**src/rtl/mem_pkg.sv**
```systemverilog
// Shared types and constants for the data-memory SRAM controller.
package mem_pkg;

  localparam int unsigned MEM_BASE = 1024;
  localparam int unsigned SRAM_DW  = 16;
  localparam int unsigned WORD_W   = 32;
  localparam int unsigned CNT_W    = 4;

  // Controller sequence: accept, low half, high half, one-cycle release.
  typedef enum logic [1:0] {
    IDLE = 2'd0,
    LOW  = 2'd1,
    HIGH = 2'd2,
    DONE = 2'd3
  } ctrlStateT;

  // Request captured from the MEM stage when an access is accepted.
  typedef struct packed {
    logic              isWrite;
    logic [WORD_W-1:0] address;
    logic [WORD_W-1:0] writeData;
  } memReqT;

  // Byte address to SRAM word index, before truncation to the SRAM size.
  function automatic logic [WORD_W-1:0] wordIndex(
    input logic [WORD_W-1:0] byteAddr,
    input logic [WORD_W-1:0] base
  );
    return (byteAddr - base) >> 2;
  endfunction

endpackage

```
**src/rtl/sram_wait_counter.sv**
```systemverilog
// Per-half-word cycle counter; flags the final cycle of a transfer.
module sram_wait_counter
  import mem_pkg::*;
#(
  parameter int unsigned HALF_CYCLES = 3
) (
  input  logic             clk,
  input  logic             rst,
  input  logic             clear,
  input  logic             enable,
  output logic [CNT_W-1:0] count,
  output logic             last
);

  localparam logic [CNT_W-1:0] LAST_COUNT = CNT_W'(HALF_CYCLES - 1);

  // Count up while enabled; clear has priority so a new half starts at 0.
  always_ff @(posedge clk) begin
    if (!rst) begin
      count <= '0;
    end else if (clear) begin
      count <= '0;
    end else if (enable) begin
      count <= count + CNT_W'(1);
    end
  end

  // Final cycle of the current half-word transfer.
  always_comb begin
    last = (count == LAST_COUNT);
  end

endmodule

```
**src/rtl/sram_ctrl.sv**
```systemverilog
// Splits 32-bit MEM-stage loads/stores into two 16-bit async SRAM transfers.
module sram_ctrl
  import mem_pkg::*;
#(
  parameter int unsigned HALF_CYCLES = 3,
  parameter int unsigned MEM_BASE    = mem_pkg::MEM_BASE,
  parameter int unsigned ADDR_W      = 18
) (
  input  logic               clk,
  input  logic               rst,
  input  logic               wr_en,
  input  logic               rd_en,
  input  logic [WORD_W-1:0]  address,
  input  logic [WORD_W-1:0]  write_data,
  output logic [WORD_W-1:0]  read_data,
  output logic               ready,
  output logic [ADDR_W-1:0]  sram_addr,
  output logic               sram_we_n,
  output logic [SRAM_DW-1:0] sram_dq_out,
  output logic               sram_dq_oe,
  input  logic [SRAM_DW-1:0] sram_dq_in
);

  localparam int unsigned      WORD_AW    = ADDR_W - 1;
  localparam logic [CNT_W-1:0] LAST_COUNT = CNT_W'(HALF_CYCLES - 1);

  ctrlStateT state;
  ctrlStateT nextState;
  memReqT    req;

  logic             reqPresent;
  logic [CNT_W-1:0] count;
  logic [CNT_W-1:0] countNext;
  logic             countLast;
  logic             countClear;
  logic             countEnable;

  logic                isWriteNext;
  logic [WORD_W-1:0]   dataNext;
  logic [WORD_AW-1:0]  wordNext;
  logic [ADDR_W-1:0]   addrD;
  logic                weND;
  logic                oeD;
  logic [SRAM_DW-1:0]  dqOutD;

  // Counter runs only inside a half-word transfer and restarts at each half.
  always_comb begin
    reqPresent  = wr_en | rd_en;
    countEnable = (state == LOW) || (state == HIGH);
    countClear  = !countEnable || countLast;
  end

  sram_wait_counter #(
    .HALF_CYCLES(HALF_CYCLES)
  ) waitCounter (
    .clk   (clk),
    .rst   (rst),
    .clear (countClear),
    .enable(countEnable),
    .count (count),
    .last  (countLast)
  );

  // Capture the request on acceptance; writes take priority over reads.
  always_ff @(posedge clk) begin
    if (!rst) begin
      req <= '0;
    end else if ((state == IDLE) && reqPresent) begin
      req <= memReqT'{isWrite: wr_en, address: address, writeData: write_data};
    end
  end

  // State register.
  always_ff @(posedge clk) begin
    if (!rst) begin
      state <= IDLE;
    end else begin
      state <= nextState;
    end
  end

  // Next-state: DONE always returns to IDLE so a held request is not re-taken.
  always_comb begin
    nextState = state;
    case (state)
      IDLE:    if (reqPresent) nextState = LOW;
      LOW:     if (countLast)  nextState = HIGH;
      HIGH:    if (countLast)  nextState = DONE;
      DONE:    nextState = IDLE;
      default: nextState = IDLE;
    endcase
  end

  // Outputs: ready decode, plus next values of the registered SRAM pins.
  always_comb begin
    ready       = 1'b0;
    isWriteNext = req.isWrite;
    dataNext    = req.writeData;
    wordNext    = WORD_AW'(wordIndex(req.address, MEM_BASE));
    countNext   = count + CNT_W'(1);
    addrD       = '0;
    weND        = 1'b1;
    oeD         = 1'b0;
    dqOutD      = '0;

    case (state)
      IDLE:    ready = !reqPresent;
      DONE:    ready = 1'b1;
      default: ready = 1'b0;
    endcase
    if (!rst) ready = 1'b1;

    if (state == IDLE) begin
      isWriteNext = wr_en;
      dataNext    = write_data;
      wordNext    = WORD_AW'(wordIndex(address, MEM_BASE));
    end

    if (nextState != state) countNext = '0;

    // Strobe released in the last cycle of each half so address stays stable.
    if ((nextState == LOW) || (nextState == HIGH)) begin
      addrD = {wordNext, (nextState == HIGH)};
      if (isWriteNext) begin
        oeD    = 1'b1;
        weND   = (countNext == LAST_COUNT);
        dqOutD = (nextState == HIGH) ? dataNext[WORD_W-1:SRAM_DW]
                                     : dataNext[SRAM_DW-1:0];
      end
    end
  end

  // Registered SRAM pins, glitch-free toward the device.
  always_ff @(posedge clk) begin
    if (!rst) begin
      sram_addr   <= '0;
      sram_we_n   <= 1'b1;
      sram_dq_oe  <= 1'b0;
      sram_dq_out <= '0;
    end else begin
      sram_addr   <= addrD;
      sram_we_n   <= weND;
      sram_dq_oe  <= oeD;
      sram_dq_out <= dqOutD;
    end
  end

  // Load data assembled from the last cycle of each half; held between reads.
  always_ff @(posedge clk) begin
    if (!rst) begin
      read_data <= '0;
    end else if (!req.isWrite && countLast) begin
      if (state == LOW) begin
        read_data[SRAM_DW-1:0] <= sram_dq_in;
      end else if (state == HIGH) begin
        read_data[WORD_W-1:SRAM_DW] <= sram_dq_in;
      end
    end
  end

endmodule

```
**config.mk**
```make
export PLATFORM = sky130hd
export DESIGN_NAME = sram_ctrl
export DESIGN_NICKNAME = d
export VERILOG_FILES = /design/src/rtl/mem_pkg.sv /design/src/rtl/sram_wait_counter.sv /design/src/rtl/sram_ctrl.sv
export SDC_FILE = /design/constraint.sdc
export NUM_CORES = 1
export LEC_CHECK = 0
export BUFFER_PORTS_ARGS = -buffer_cell sky130_fd_sc_hd__buf_2
export CORE_MARGIN = 1
export CORE_UTILIZATION = 46
export DETAILED_ROUTE_END_ITERATION = 12
export PLACE_DENSITY = 0.76
export REMOVE_ABC_BUFFERS = 1
export SKIP_LAST_GASP = 1
export SLEW_MARGIN = 20
export SYNTH_ARGS = -nofsm -noshare
export SYNTH_HDL_FRONTEND = slang
export SYNTH_HIERARCHICAL = 1
export SYNTH_SLANG_ARGS = --single-unit
```
**constraint.sdc**
```tcl
create_clock -name clk -period 2.8 [get_ports clk]
set_input_delay 0.42 -clock clk [delete_from_list [all_inputs] [get_ports clk]]
set_output_delay 0.42 -clock clk [all_outputs]
set_load 0.01 [all_outputs]
```
==> results of run 1 <==
-- cell type report --
cell class	count	area [um^2]
Timing Repair Buffer	151	803.3
Clock inverter	7	135.1
Sequential cell	124	2482
Inverter	7	26.28
Clock buffer	24	480.5
Tap cell	136	170.2
Multi-Input combinational cell	391	2355
Fill cell	914	4010
-- critical path, stage by stage, from the launching register on --
cell and delay, ns:
dfxtp_1 0.44, inv_1 0.07, ha_1 0.19, nor3b_1 0.15, buf_4 0.16, o22a_1 0.17
o22ai_1 0.29, inv_1 0.08, ha_1 0.29, nor2_1 0.23, buf_4 0.23, and3_1 0.17
-- cell usage after synthesis, types with 2 or more instances --
cell type	number
nand2_1	166
dfxtp_1	124
a21oi_1	88
clkbuf_1	25
nor2_1	23
and3_1	16
mux4_2	16
mux2i_1	12
ha_1	10
buf_2	9
inv_1	7
o21ai_0	6
and2_1	5
xnor2_1	5
mux2_2	4
nand2b_1	3
nor3_1	3
nor3b_1	3
buf_4	2
buf_6	2
mux2i_4	2
nand3b_1	2
nor2b_1	2
o31ai_1	2
or3_1	2
-- metrics by stage --
stage,instances,setup TNS [ns],utilization (%),setup slack [ns],hold slack [ns]
final,840,0,61.67,0.2750,0.1563
after CTS,840,0,61.67,0.2785,0.1268
after detailed placement,809,0,55.79,0.3117,0.4430
after global placement,809,0,55.79,0.3558,0.4382
after floorplan,522,-97.55,-,-1.400,0.4331
after global routing,840,0,61.67,0.06666,0.1380
-- layout by cell type (no fill, tap or decap), types with 2 or more instances in the layout --
cell type and count:
nand2_1 166, buf_2 137, dfxtp_1 124, a21oi_1 88, nor2_1 22, mux4_2 16, and3_1 16, clkbuf_16 16
buf_4 13, mux2i_1 12, ha_1 9, o21ai_0 6, inv_1 6, and2_1 5, xnor2_1 5, clkbuf_8 5
mux2_2 4, bufinv_16 4, nor3b_1 3, nand2b_1 3, nor3_1 3, clkbuf_1 3, clkinv_2 3, mux2i_4 2
nor2b_1 2, or3_1 2, o31ai_1 2, nand3b_1 2
-- sequential cells by signal, indices dropped and copies added (netlist names) --
register           count
waitCounter/count      4
state                  2
req                   50
sram_addr             18
read_data             32
sram_dq_out           16
sram_we_n              1
sram_dq_oe             1
-- logic make-up (layout without fill, tap and decap cells) --
family,count (synthesis),after routing,share of synthesized area (%)
mux,35,35,11.64
xor+xnor,6,6,1.047
fa+ha+maj,10,10,2.493
buf+inv,45,189,4.039
simple gates,232,232,19.80
compound gates,108,108,11.52
flops,124,124,49.46
-- worst paths after layout --
check	cells past startpoint	startpoint	slack, ns	to
min	3	address[7]	0.16	req[39]
max	11	waitCounter/count[0]	0.28	sram_dq_out[6]
min reg2reg	2	read_data[30]	0.45	read_data[30]
max reg2reg	11	waitCounter/count[0]	0.28	sram_dq_out[6]
-- where the power goes --
part	switching, mW	total, mW	internal, mW
Sequential	0.0729	2.00	1.93
Clock	0.739	2.27	1.53
Combinational	0.563	1.00	0.441
-- metal layers --
layer / up-vias / wire (um)
li1: 2149 / -
met1: 2116 / 5055
met2: 130 / 6177
met3: 23 / 694
met4: 0 / 229
met5: - / 0
==> qor.txt, run 1 <==
Vias in the first global route -> 4321
Initial core utilization -> 47.97%
Worst EP arrival -> 2.97 ns
Critical Path End Type -> flip-flop
Layout Skew -> 0.006238 ns
Ys async rst share -> 0%
DR pass1 iterations -> 4
Routed length per placed instance -> 14.47 um
Initial drt markers -> 272
Post-route DRC -> 0
Outcome -> complete, no violations
Startpoint types -> flip-flop
Period utilisation layout -> 90.18%
Worst Path Class, Setup -> flip-flop to flip-flop
Avg Cell Area, Syn -> 8.962 um^2
Relative slew slack -> 58.32%
Number of H-tree levels -> 4
Pin count of the biggest net entering global routing -> 50
Req. time, crit path -> 3.25 ns
Yosys reg bits -> 124
YS warnings -> 6
Fraction of layout cells with a size suffix above 1 -> 29.69%
CTS resizes -> 0
Avg Vias per Cell -> 5.260
Antenna Nets Post-Route -> 0
Chip width -> 106.5 um
GPL Wtd Cong -> 0.7931
Post-synth EDFFs -> 0
TritonCTS clock tree -> yes
Cell area after layout -> 6452 um^2
Max rail drop VDD -> 362.6 uV
Worst slew pin tran -> 0.6252 ns
# clock sinks -> 124
Post-synth top flop -> dfxtp_1
Busiest layer in global routing -> met2
Initial antenna violation count -> 0
Nets -> 786
Leak -> 2.911 nW
Max Slew Vio Count -> 0
DP Wirelength -> 8.067 mm
Inserted Diodes -> 0
Area contributors post-synth -> dfxtp_1, nand2_1, a21oi_1
Distinct cells, synth -> 46
Max Cap Viol -> 0
Gate Count Post-Synth -> 560
Vias post-DR -> 4418
Post-synth top area share -> 49.46%
I/O Buffers -> 137
GRT Residual Overflow -> 0
Total die area -> 11330 um^2
Synth Cell Area -> 5019 um^2
Placed cell areas -> 5837 um^2
Critical path fanouts, max -> 12
Total GRT Usage -> 22.69%
IO Pins -> 153
Grt met1 use -> 26.80%
First-pass GRT wire length -> 20.09 mm
Num CTS Buffers -> 17
Grt met2 use -> 38.78%
Pwr dens -> 818.1 nW/um^2
Drt total wl -> 12.16 mm
Row cnt -> 37
CTS root buffer -> clkbuf_8
Count of final hold-check violations -> 0
Setup Fix Bufs, Post-CTS -> 0
Core footprint -> 10460 um^2
Hold Crit Class -> input port to flip-flop
CTS Buffer Depth -> 2
Fmax -> 396.0 MHz
RSZ-0062 raised after global routing -> false
Sequential fraction of the synthesis area -> 49.46%
Leading area contributor after synthesis -> dfxtp_1
Die H -> 106.5 um
Clock latency on the worst-skew pair -> 0.51 ns
Tmin final -> 2.525 ns
Syn-to-layout area delta -> 28.57%
# setup viols final -> 0
CTS Hold Buffers Added -> 0
Clock-pin slew on the worst setup and hold paths -> 0.06 ns
M3 GR Usage -> 5.825%
Tot Pwr -> 5.279 mW
Power figures use the tool's default switching activity.
==> inputs of run 2 (changes only) <==
Settings changed: CORE_UTILIZATION 46 to 51, PLACE_DENSITY 0.76 to 0.79.
Clock period 2.8 ns to 2.7 ns, I/O delays scaled along.
==> run 2 against run 1 <==
Net effect:
- final area shrank 0.52%
- setup slack worse by 0.12 ns
- die area fell by 9.6%
- critical path depth is 2 lower
- critical path type unchanged
- first-iteration DRC count shrank 29%
- sequential share of layout area rose by 0.20 points
- total power up 0.14%
- clock-buffer cell count decreased by 4
- sequential cell count did not move
==> qor.txt, run 2 (synthesis results as in run 1) <==
Clock latency on the worst-skew pair -> 0.50 ns
IO Pins -> 153
Largest regs -> req: 50 flops, read_data: 32 flops, sram_addr: 18 flops
Die H -> 101.2 um
Fraction of layout cells with a size suffix above 1 -> 30.35%
CTS Hold Buffers Added -> 0
First-pass GRT wire length -> 19.42 mm
Core Util, Final -> 68.49%
Syn-to-layout area delta -> 27.90%
Crit path largest cell delay -> 0.46 ns
GRT Residual Overflow -> 0
Critical path's top delay family -> simple AND/OR/NAND/NOR gates
Hold_sp -> sram_dq_in[1]
Worst Path Class, Setup -> flip-flop to flip-flop
Critical path, cell by cell -> inv_1, ha_1, nor2b_1, or3_1, o21ai_0, ha_1, buf_4, mux4_2, and3_1
Antenna Nets Post-Route -> 0
Critical path fanouts, max -> 9
Row cnt -> 35
R2r endpoint -> sram_dq_out[5]
R2r setup slk -> 0.16 ns
Worst slew pin tran -> 0.8642 ns
Relative slew slack -> 42.39%
RSZ-0062 raised after global routing -> false
Worst Hold Depth -> 3
Initial drt markers -> 192
Worst setup margin -> 0.1568 ns
Vias in the first global route -> 4307
Most frequent cells in the layout -> nand2_1, buf_2, dfxtp_1, a21oi_1, nor2_1
Num CTS Buffers -> 17
Pwr dens -> 823.5 nW/um^2
Total die area -> 10240 um^2
Outcome -> complete, no violations
Max Cap Viol -> 0
Initial core utilization -> 53.55%
Commonest non-fill, non-tap cell in the layout -> nand2_1
Req. time, crit path -> 3.09 ns
Max rail drop VDD -> 459.8 uV
Core footprint -> 9371 um^2
DP Wirelength -> 8.147 mm
Hold Crit Class -> input port to flip-flop
Chip width -> 101.2 um
Startpoint types -> flip-flop
CTS root buffer -> clkbuf_8
Worst EP arrival -> 2.94 ns
Fmax -> 393.2 MHz
Clock-pin slew on the worst setup and hold paths -> 0.06 ns
Tmin final -> 2.543 ns
Number of H-tree levels -> 4
Cell depth of the worst flop-to-flop path -> 9
R2r startpoint -> state[1]
Total GRT Usage -> 24.48%
Hold EP -> read_data[17]
Vias post-DR -> 4363
CTS Buffer Depth -> 2
Leak -> 2.894 nW
Routed length per placed instance -> 14.63 um
Drt total wl -> 12.20 mm
Placement Setup Slack -> 0.1316 ns
Period utilisation layout -> 94.19%
Initial antenna violation count -> 0
I/O Buffers -> 137
DR pass1 iterations -> 5
Pin count of the biggest net entering global routing -> 85
Nets -> 787
CP Buf/Inv Count -> 2
Crit path top cell by count -> ha_1
Fill count -> 761
Max FFs per register -> 50
Critical Path End Type -> flip-flop
Top reg by flops -> req
TritonCTS clock tree -> yes
Inserted Diodes -> 0
Avg Vias per Cell -> 5.231
GPL Wtd Cong -> 0.8294
Count of final hold-check violations -> 0
Max Slew Vio Count -> 0
# clock sinks -> 124
Post-route DRC -> 0
Layout Skew -> 0.007849 ns
Slowest stage cell, crit path -> dfxtp_1
# setup viols final -> 0
==> run 2: cell types whose count changed in the layout (fill, tap and decap cells not counted), sizes merged <==
cell / change
bufinv: -2
clkinv: +3
clkbuf: -4
clkinvlp: +3
buf: +1
==> run 2: worst max path at each step <==
stage                      to  depth (start not counted)            startpoint  slack [ns]
6_report       sram_dq_out[5]                          9              state[1]        0.16
5_1_grt        sram_dq_out[5]                         11  waitCounter/count[0]        0.05
4_1_cts                 ready                          6              state[0]        0.09
3_5_place_dp     sram_addr[2]                          9              state[1]        0.13
3_3_place_gp    sram_addr[17]                         10  waitCounter/count[1]        0.22
2_1_floorplan          req[0]                          6              state[0]       -1.50
==> run 2: timing repair <==
item / 4_1_cts / 5_1_grt
buffers inserted: 0 / 0
endpoints found under the setup margin: 0 / 28
resized for setup: 0 / 3
==> run 2: layout make-up <==
cell class                      instances  area (um^2)  area share, %
Timing Repair Buffer                  152        810.8          12.63
Clock inverter                         11        120.1          1.871
Multi-Input combinational cell        391         2372          36.96
Inverter                                7        26.28         0.4094
Tap cell                              129        161.4          2.515
Clock buffer                           20        445.4          6.940
Sequential cell                       124         2482          38.67
==> run 2: report_power, final <==
part / total, mW / internal [mW] / switching (mW)
clock: 2.14 / 1.35 / 0.789
sequential: 2.08 / 2.00 / 0.0797
combinational: 1.06 / 0.474 / 0.589
total: 5.29 / 3.83 / 1.46
==> run 2: routing by layer <==
layer	GRT usage (%)	wire length, um	vias to the layer above
met5	0	0	-
met4	6.912	64	0
met3	8.075	903	8
met2	44.64	6384	149
met1	27.17	4846	2052
li1	-	-	2154
==> run 2: through the flow <==
stage | power [mW] | hold slack, ns | TNS, ns | instances | cell area [um^2]
after global placement | 3.128 | 0.4383 | 0 | 803 | 5836
after CTS | 5.307 | 0.1264 | 0 | 834 | 6401
final | 5.286 | 0.1494 | 0 | 834 | 6419
after detailed placement | 3.169 | 0.4431 | 0 | 803 | 5836
after global routing | 5.525 | 0.1331 | 0 | 834 | 6419
after floorplan | 2.788 | 0.4331 | -106.27 | 522 | 4842
==> run 2: tightest hold or removal path, delay by kind of cell <==
kind | cells | cell delay (ns)
AND/OR/NAND/NOR | 1 | 0.05
buffers and inverters | 1 | 0.10
AO/OA/AOI/OAI | 1 | 0.05
